`src/rtl/imm_pkg.sv`:
```
// rtl/imm_pkg.sv - shared class codes, field widths and buffer entry type
// Contents: imm_cls_e (CLS_NONE..CLS_IMM11), field widths IMM*_W,
// buffer DEPTH, imm_entry_t = {cls, imm3, imm5, imm8, imm11} (30 bits).
package imm_pkg;

    localparam int DEPTH   = 2;
    localparam int IMM3_W  = 3;
    localparam int IMM5_W  = 5;
    localparam int IMM8_W  = 8;
    localparam int IMM11_W = 11;

    typedef enum logic [2:0] {
        CLS_NONE  = 3'd0,
        CLS_IMM3  = 3'd1,
        CLS_IMM5  = 3'd2,
        CLS_IMM8  = 3'd3,
        CLS_IMM11 = 3'd4
    } imm_cls_e;

    typedef struct packed {
        imm_cls_e             cls;
        logic [IMM3_W-1:0]    imm3;
        logic [IMM5_W-1:0]    imm5;
        logic [IMM8_W-1:0]    imm8;
        logic [IMM11_W-1:0]   imm11;
    } imm_entry_t;

endpackage

```
`src/rtl/imm_class_decode.sv`:
```
// rtl/imm_class_decode.sv - combinational instruction to immediate-field decode
// Ports: i_instr (16-bit instruction word), o_entry (class plus raw fields;
// fields not belonging to the class are zero).
module imm_class_decode
    import imm_pkg::*;
(
    input  logic [15:0] i_instr,
    output imm_entry_t  o_entry
);

    always_comb begin
        o_entry = '0;
        if (i_instr[15:10] == 6'b000111) begin
            o_entry.cls  = CLS_IMM3;
            o_entry.imm3 = i_instr[8:6];
        end else if ((i_instr[15:13] == 3'b000 && i_instr[12:11] != 2'b11) ||
                     (i_instr[15:13] == 3'b011) ||
                     (i_instr[15:12] == 4'b1000)) begin
            o_entry.cls  = CLS_IMM5;
            o_entry.imm5 = i_instr[10:6];
        end else if ((i_instr[15:13] == 3'b001) ||
                     (i_instr[15:11] == 5'b01001) ||
                     (i_instr[15:12] == 4'b1001) ||
                     (i_instr[15:12] == 4'b1010) ||
                     (i_instr[15:12] == 4'b1101 && i_instr[11:9] != 3'b111)) begin
            o_entry.cls  = CLS_IMM8;
            o_entry.imm8 = i_instr[7:0];
        end else if (i_instr[15:11] == 5'b11100) begin
            o_entry.cls   = CLS_IMM11;
            o_entry.imm11 = i_instr[10:0];
        end
    end

endmodule

```
`src/rtl/imm_field_extract.sv`:
```
// rtl/imm_field_extract.sv - immediate-field extractor with 2-entry output buffer
// Ports: CLK/RST (sync active-high), INSTR_VALID/INSTR_READY/INSTR input
// handshake, IMM_VALID/IMM_READY output handshake, IMM_CLASS and raw
// IMM3/IMM5/IMM8/IMM11 fields of the head entry, NONE_CNT saturating count
// of accepted unclassified instructions.
module imm_field_extract
    import imm_pkg::*;
#(
    parameter int CNT_W = 8
) (
    input  logic               CLK,
    input  logic               RST,
    input  logic               INSTR_VALID,
    output logic               INSTR_READY,
    input  logic [15:0]        INSTR,
    output logic               IMM_VALID,
    input  logic               IMM_READY,
    output logic [2:0]         IMM_CLASS,
    output logic [IMM3_W-1:0]  IMM3,
    output logic [IMM5_W-1:0]  IMM5,
    output logic [IMM8_W-1:0]  IMM8,
    output logic [IMM11_W-1:0] IMM11,
    output logic [CNT_W-1:0]   NONE_CNT
);

    imm_entry_t        w_dec;
    imm_entry_t        w_head;
    logic              w_push;
    logic              w_pop;

    imm_entry_t        r_mem [DEPTH];
    logic              r_rd_ptr;
    logic              r_wr_ptr;
    logic [1:0]        r_count;
    logic [CNT_W-1:0]  r_none_cnt;

    imm_class_decode u_decode (
        .i_instr (INSTR),
        .o_entry (w_dec)
    );

    // Readiness depends only on occupancy: a full buffer never accepts,
    // even when the head is being popped in the same cycle.
    assign INSTR_READY = (r_count < 2'(DEPTH)) & ~RST;
    assign IMM_VALID   = (r_count != 2'd0);
    assign w_push      = INSTR_VALID & INSTR_READY;
    assign w_pop       = IMM_VALID & IMM_READY;

    // Empty buffer presents an all-zero NONE entry rather than stale data.
    assign w_head    = IMM_VALID ? r_mem[r_rd_ptr] : '0;
    assign IMM_CLASS = w_head.cls;
    assign IMM3      = w_head.imm3;
    assign IMM5      = w_head.imm5;
    assign IMM8      = w_head.imm8;
    assign IMM11     = w_head.imm11;
    assign NONE_CNT  = r_none_cnt;

    // Entry storage needs no reset; validity is tracked by r_count alone.
    always_ff @(posedge CLK) begin
        if (w_push) begin
            r_mem[r_wr_ptr] <= w_dec;
        end
    end

    always_ff @(posedge CLK) begin
        if (RST) begin
            r_rd_ptr   <= 1'b0;
            r_wr_ptr   <= 1'b0;
            r_count    <= 2'd0;
            r_none_cnt <= '0;
        end else begin
            if (w_push) begin
                r_wr_ptr <= ~r_wr_ptr;
            end
            if (w_pop) begin
                r_rd_ptr <= ~r_rd_ptr;
            end
            case ({w_push, w_pop})
                2'b10:   r_count <= r_count + 2'd1;
                2'b01:   r_count <= r_count - 2'd1;
                default: r_count <= r_count;
            endcase
            if (w_push && w_dec.cls == CLS_NONE && r_none_cnt != {CNT_W{1'b1}}) begin
                r_none_cnt <= r_none_cnt + 1'b1;
            end
        end
    end

endmodule

```
`config.mk`:
```
export PLATFORM = sky130hd
export DESIGN_NAME = imm_field_extract
export DESIGN_NICKNAME = d
export VERILOG_FILES = /design/src/rtl/imm_pkg.sv /design/src/rtl/imm_class_decode.sv /design/src/rtl/imm_field_extract.sv
export SDC_FILE = /design/constraint.sdc
export NUM_CORES = 1
export LEC_CHECK = 0
export CAP_MARGIN = 10
export CORE_ASPECT_RATIO = 1.1
export CORE_UTILIZATION = 47
export CTS_BUF_LIST = sky130_fd_sc_hd__clkbuf_16
export DETAILED_ROUTE_END_ITERATION = 16
export PLACE_DENSITY = 0.86
export SYNTH_ARGS = -nofsm -noshare
export SYNTH_HDL_FRONTEND = slang
export SYNTH_HIERARCHICAL = 1
export SYNTH_SLANG_ARGS = --single-unit
```
`constraint.sdc`:
```
create_clock -name CLK -period 2.4 [get_ports CLK]
set_input_delay 0.24 -clock CLK [delete_from_list [all_inputs] [get_ports CLK]]
set_output_delay 0.24 -clock CLK [all_outputs]
set_load 0.02 [all_outputs]
```
==> metrics.txt <==
status finished clean; cts hold-fix bufs 0; post-detail-place hpwl 4.23 mm; First-pass DRT Iterations 4; Mapped Nets 274; area grow syn2layout 31.3%; post-synthesis sequential area ratio 63.4%; top-count cell post-synth edfxtp_1; cts bufs inserted 9; final hold violations 0; min Tclk post-route 2150 ps; Max Freq 465 MHz; flops & latches, synth 73; Async S/R FF share, synth 0%; share of cells above drive strength 1 around a tenth; reg2reg path depth 6; CP Max Fanout 32; Syn Std Cell Area 0.00325 sq mm; clk_lat worst skew 320 ps; count of cells resized by post-cts repair 0; crit share post-route roughly nine tenths; P_sw 1280 uW; synthesized area per cell 12.9 sq um; CTS tree yes; crit path from r_count[1]; initial antenna violation count 0; post-synth top area share 55.4%; first-pass GRT wire length 9.78 mm; starting density of the core 49.0%; 1st-iter DRT viols 172; via count between 2000 and 2500; gr usage total 18.7%; crit path to IMM8[6]; Net Sw Frac 31.1%; clk sinks 73; Detail Route Antenna Nets 0; RSZ-0062 raised after global routing no; pin count of the biggest net entering global routing 33; Slew Viols, Final 0; Ant. Diodes 0; Critical Path End Type output pin; Power Density between 900 and 1000 mW/mm^2; synth top area cells edfxtp_1 55%, mux2i_1 10%, dfxtp_1 8.0%, nor2_1 5.4%, and2_1 2.9%; worst clock skew between 7 and 8 ps; Post-CTS Repair Setup Buffers 0; total grt overflow 0; r2r setup slk 540 ps; setup TNS 0 ps; r2r endpoint r_count[1]; crit path kind reg2out; Die X 81.3 microns; Pwr Total 4120 uW; Worst-Margin Slew 335 ps; crit path launch type flop; GP Congestion 0.818; Buffers on Ports 59; Max Buffers Root-to-Sink 2; nets 343; Die Footprint 0.00725 sq mm; Cells after Synth 252; sequential power share 37.7%; reg2reg start r_count[1]; clock share of power 27.2%; Ports 60; Reg clk slew, reported paths 50 ps; part of the power in combinational logic 35.2%; vias in the first global route 2070; Max VDD drop about 0.52 mV; Setup-failing EPs final 0; Post-synth EDFFs 60; DR DRC count 0; number of max-cap violations 0; top_reg_cell synth edfxtp_1; Int Power 2830 uW; routed length per placed instance 15.3 microns; warnings from Yosys 6; Hold Path Class reg2reg; leakage 0.00150 uW; Synth top cells by count 60 x edfxtp_1, 47 x nor2_1, 34 x mux2i_1; relative slew slack 77.7%; Core Area 0.00663 sq mm; clock root cell clkbuf_16; row count 31; H-Tree Depth 3; post-synthesis cell type count 44; CP Data Arrival Time between 1500 and 2000 ps; die height 89.2 microns; CP required 2160 ps; largest area contributor in the netlist edfxtp_1; drt via density 5.39; final wirelength 6.24 mm
[sequential cells by signal, summed over array words and instances, names as in the netlist, named ones only]
signal and flops:
r_mem 60, r_count 2, r_wr_ptr 1, r_rd_ptr 1, NONE_CNT 8
[stage by stage]
stage | hold slack, ps | std cells | setup WS (ps) | utilization (%) | instance area, sq um
floorplan | 309 | 252 | 267 | - | 3250
detailed placement | 500 | 392 | -49.7 | 60.5 | 4010
CTS | 517 | 408 | 202 | 64.4 | 4270
global placement | 496 | 392 | 114 | 60.5 | 4010
global route | 551 | 408 | 116 | 64.4 | 4270
finish | 513 | 408 | 248 | 64.4 | 4270
[power groups by stage]
stage / logic (uW) / registers [uW] / clock network (uW)
3_5_place_dp: 1460 / 1580 / 0
5_1_grt: 1560 / 1560 / 1200
2_1_floorplan: 843 / 1560 / 0
4_1_cts: 1470 / 1550 / 1150
6_report: 1450 / 1550 / 1120
3_3_place_gp: 1440 / 1570 / 0
[metal layers]
metal  share of wire (%)  vias up  track usage, %
met1                  42     1069            23.9
met4                0.98        0            6.82
met2                  53       65            29.6
li1                    -     1061               -
met5                   0        -               0
met3                 4.8        4            6.12
[cells in the final DEF (no fill, tap or decap), types with 2 or more instances in the layout]
cell type / netlist / final
nand2_1: 5 / 5
nor2_1: 47 / 45
edfxtp_1: 60 / 60
xor2_1: 3 / 3
nand4_1: 2 / 2
clkbuf_16: 0 / 9
a21oi_1: 3 / 3
nor2_2: 0 / 2
o22ai_1: 2 / 2
a211oi_1: 2 / 2
nand4b_1: 2 / 2
buf_4: 0 / 8
and2_1: 15 / 15
a21boi_1: 5 / 5
inv_1: 2 / 6
a21boi_0: 8 / 8
xnor2_1: 3 / 3
clkdlybuf4s50_1: 0 / 59
ha_1: 2 / 2
nand3_1: 5 / 5
dfxtp_1: 13 / 12
or3_1: 4 / 4
buf_12: 0 / 3
mux2i_1: 34 / 34
nor2b_1: 2 / 2
[critical path: stages (launching register included)]
cell	delay [ps]
dfxtp_1	470
nor2_2	70
buf_4	230
nor2_1	170
clkdlybuf4s50_1	630
[kinds of logic (layout without fill, tap and decap cells)]
kind of cell | after synthesis | after routing | share of synthesized area [%]
XOR/XNOR | 6 | 6 | 1.62
AND/OR/NAND/NOR | 94 | 94 | 15.4
AO/OA/AOI/OAI | 28 | 28 | 6.16
buffers and inverters | 15 | 89 | 2.16
adder cells (fa/ha/maj) | 2 | 2 | 0.770
multiplexers | 34 | 34 | 10.5
flip-flops | 73 | 73 | 63.4
[how the worst min path moves through the flow]
stage	from	endpoint	slack [ps]	cells past startpoint
6_report	r_rd_ptr	r_rd_ptr	510	2
5_1_grt	r_rd_ptr	flop	550	2
4_1_cts	r_rd_ptr	flop	520	2
3_5_place_dp	r_rd_ptr	flop	500	2
3_3_place_gp	r_rd_ptr	r_rd_ptr	500	2
2_1_floorplan	RST	NONE_CNT[3]	310	1
[layout make-up]
class | instances | area [sq um]
repair buffers | 70 | 711
well taps | 82 | 103
clock buffers | 9 | 225
inverters | 3 | 11.3
multi-input cells | 164 | 1120
flip-flops and latches | 73 | 2060
clock inverters | 7 | 32.5
fillers | 488 | 2360
Note: power is estimated with default switching activity, not from simulation.
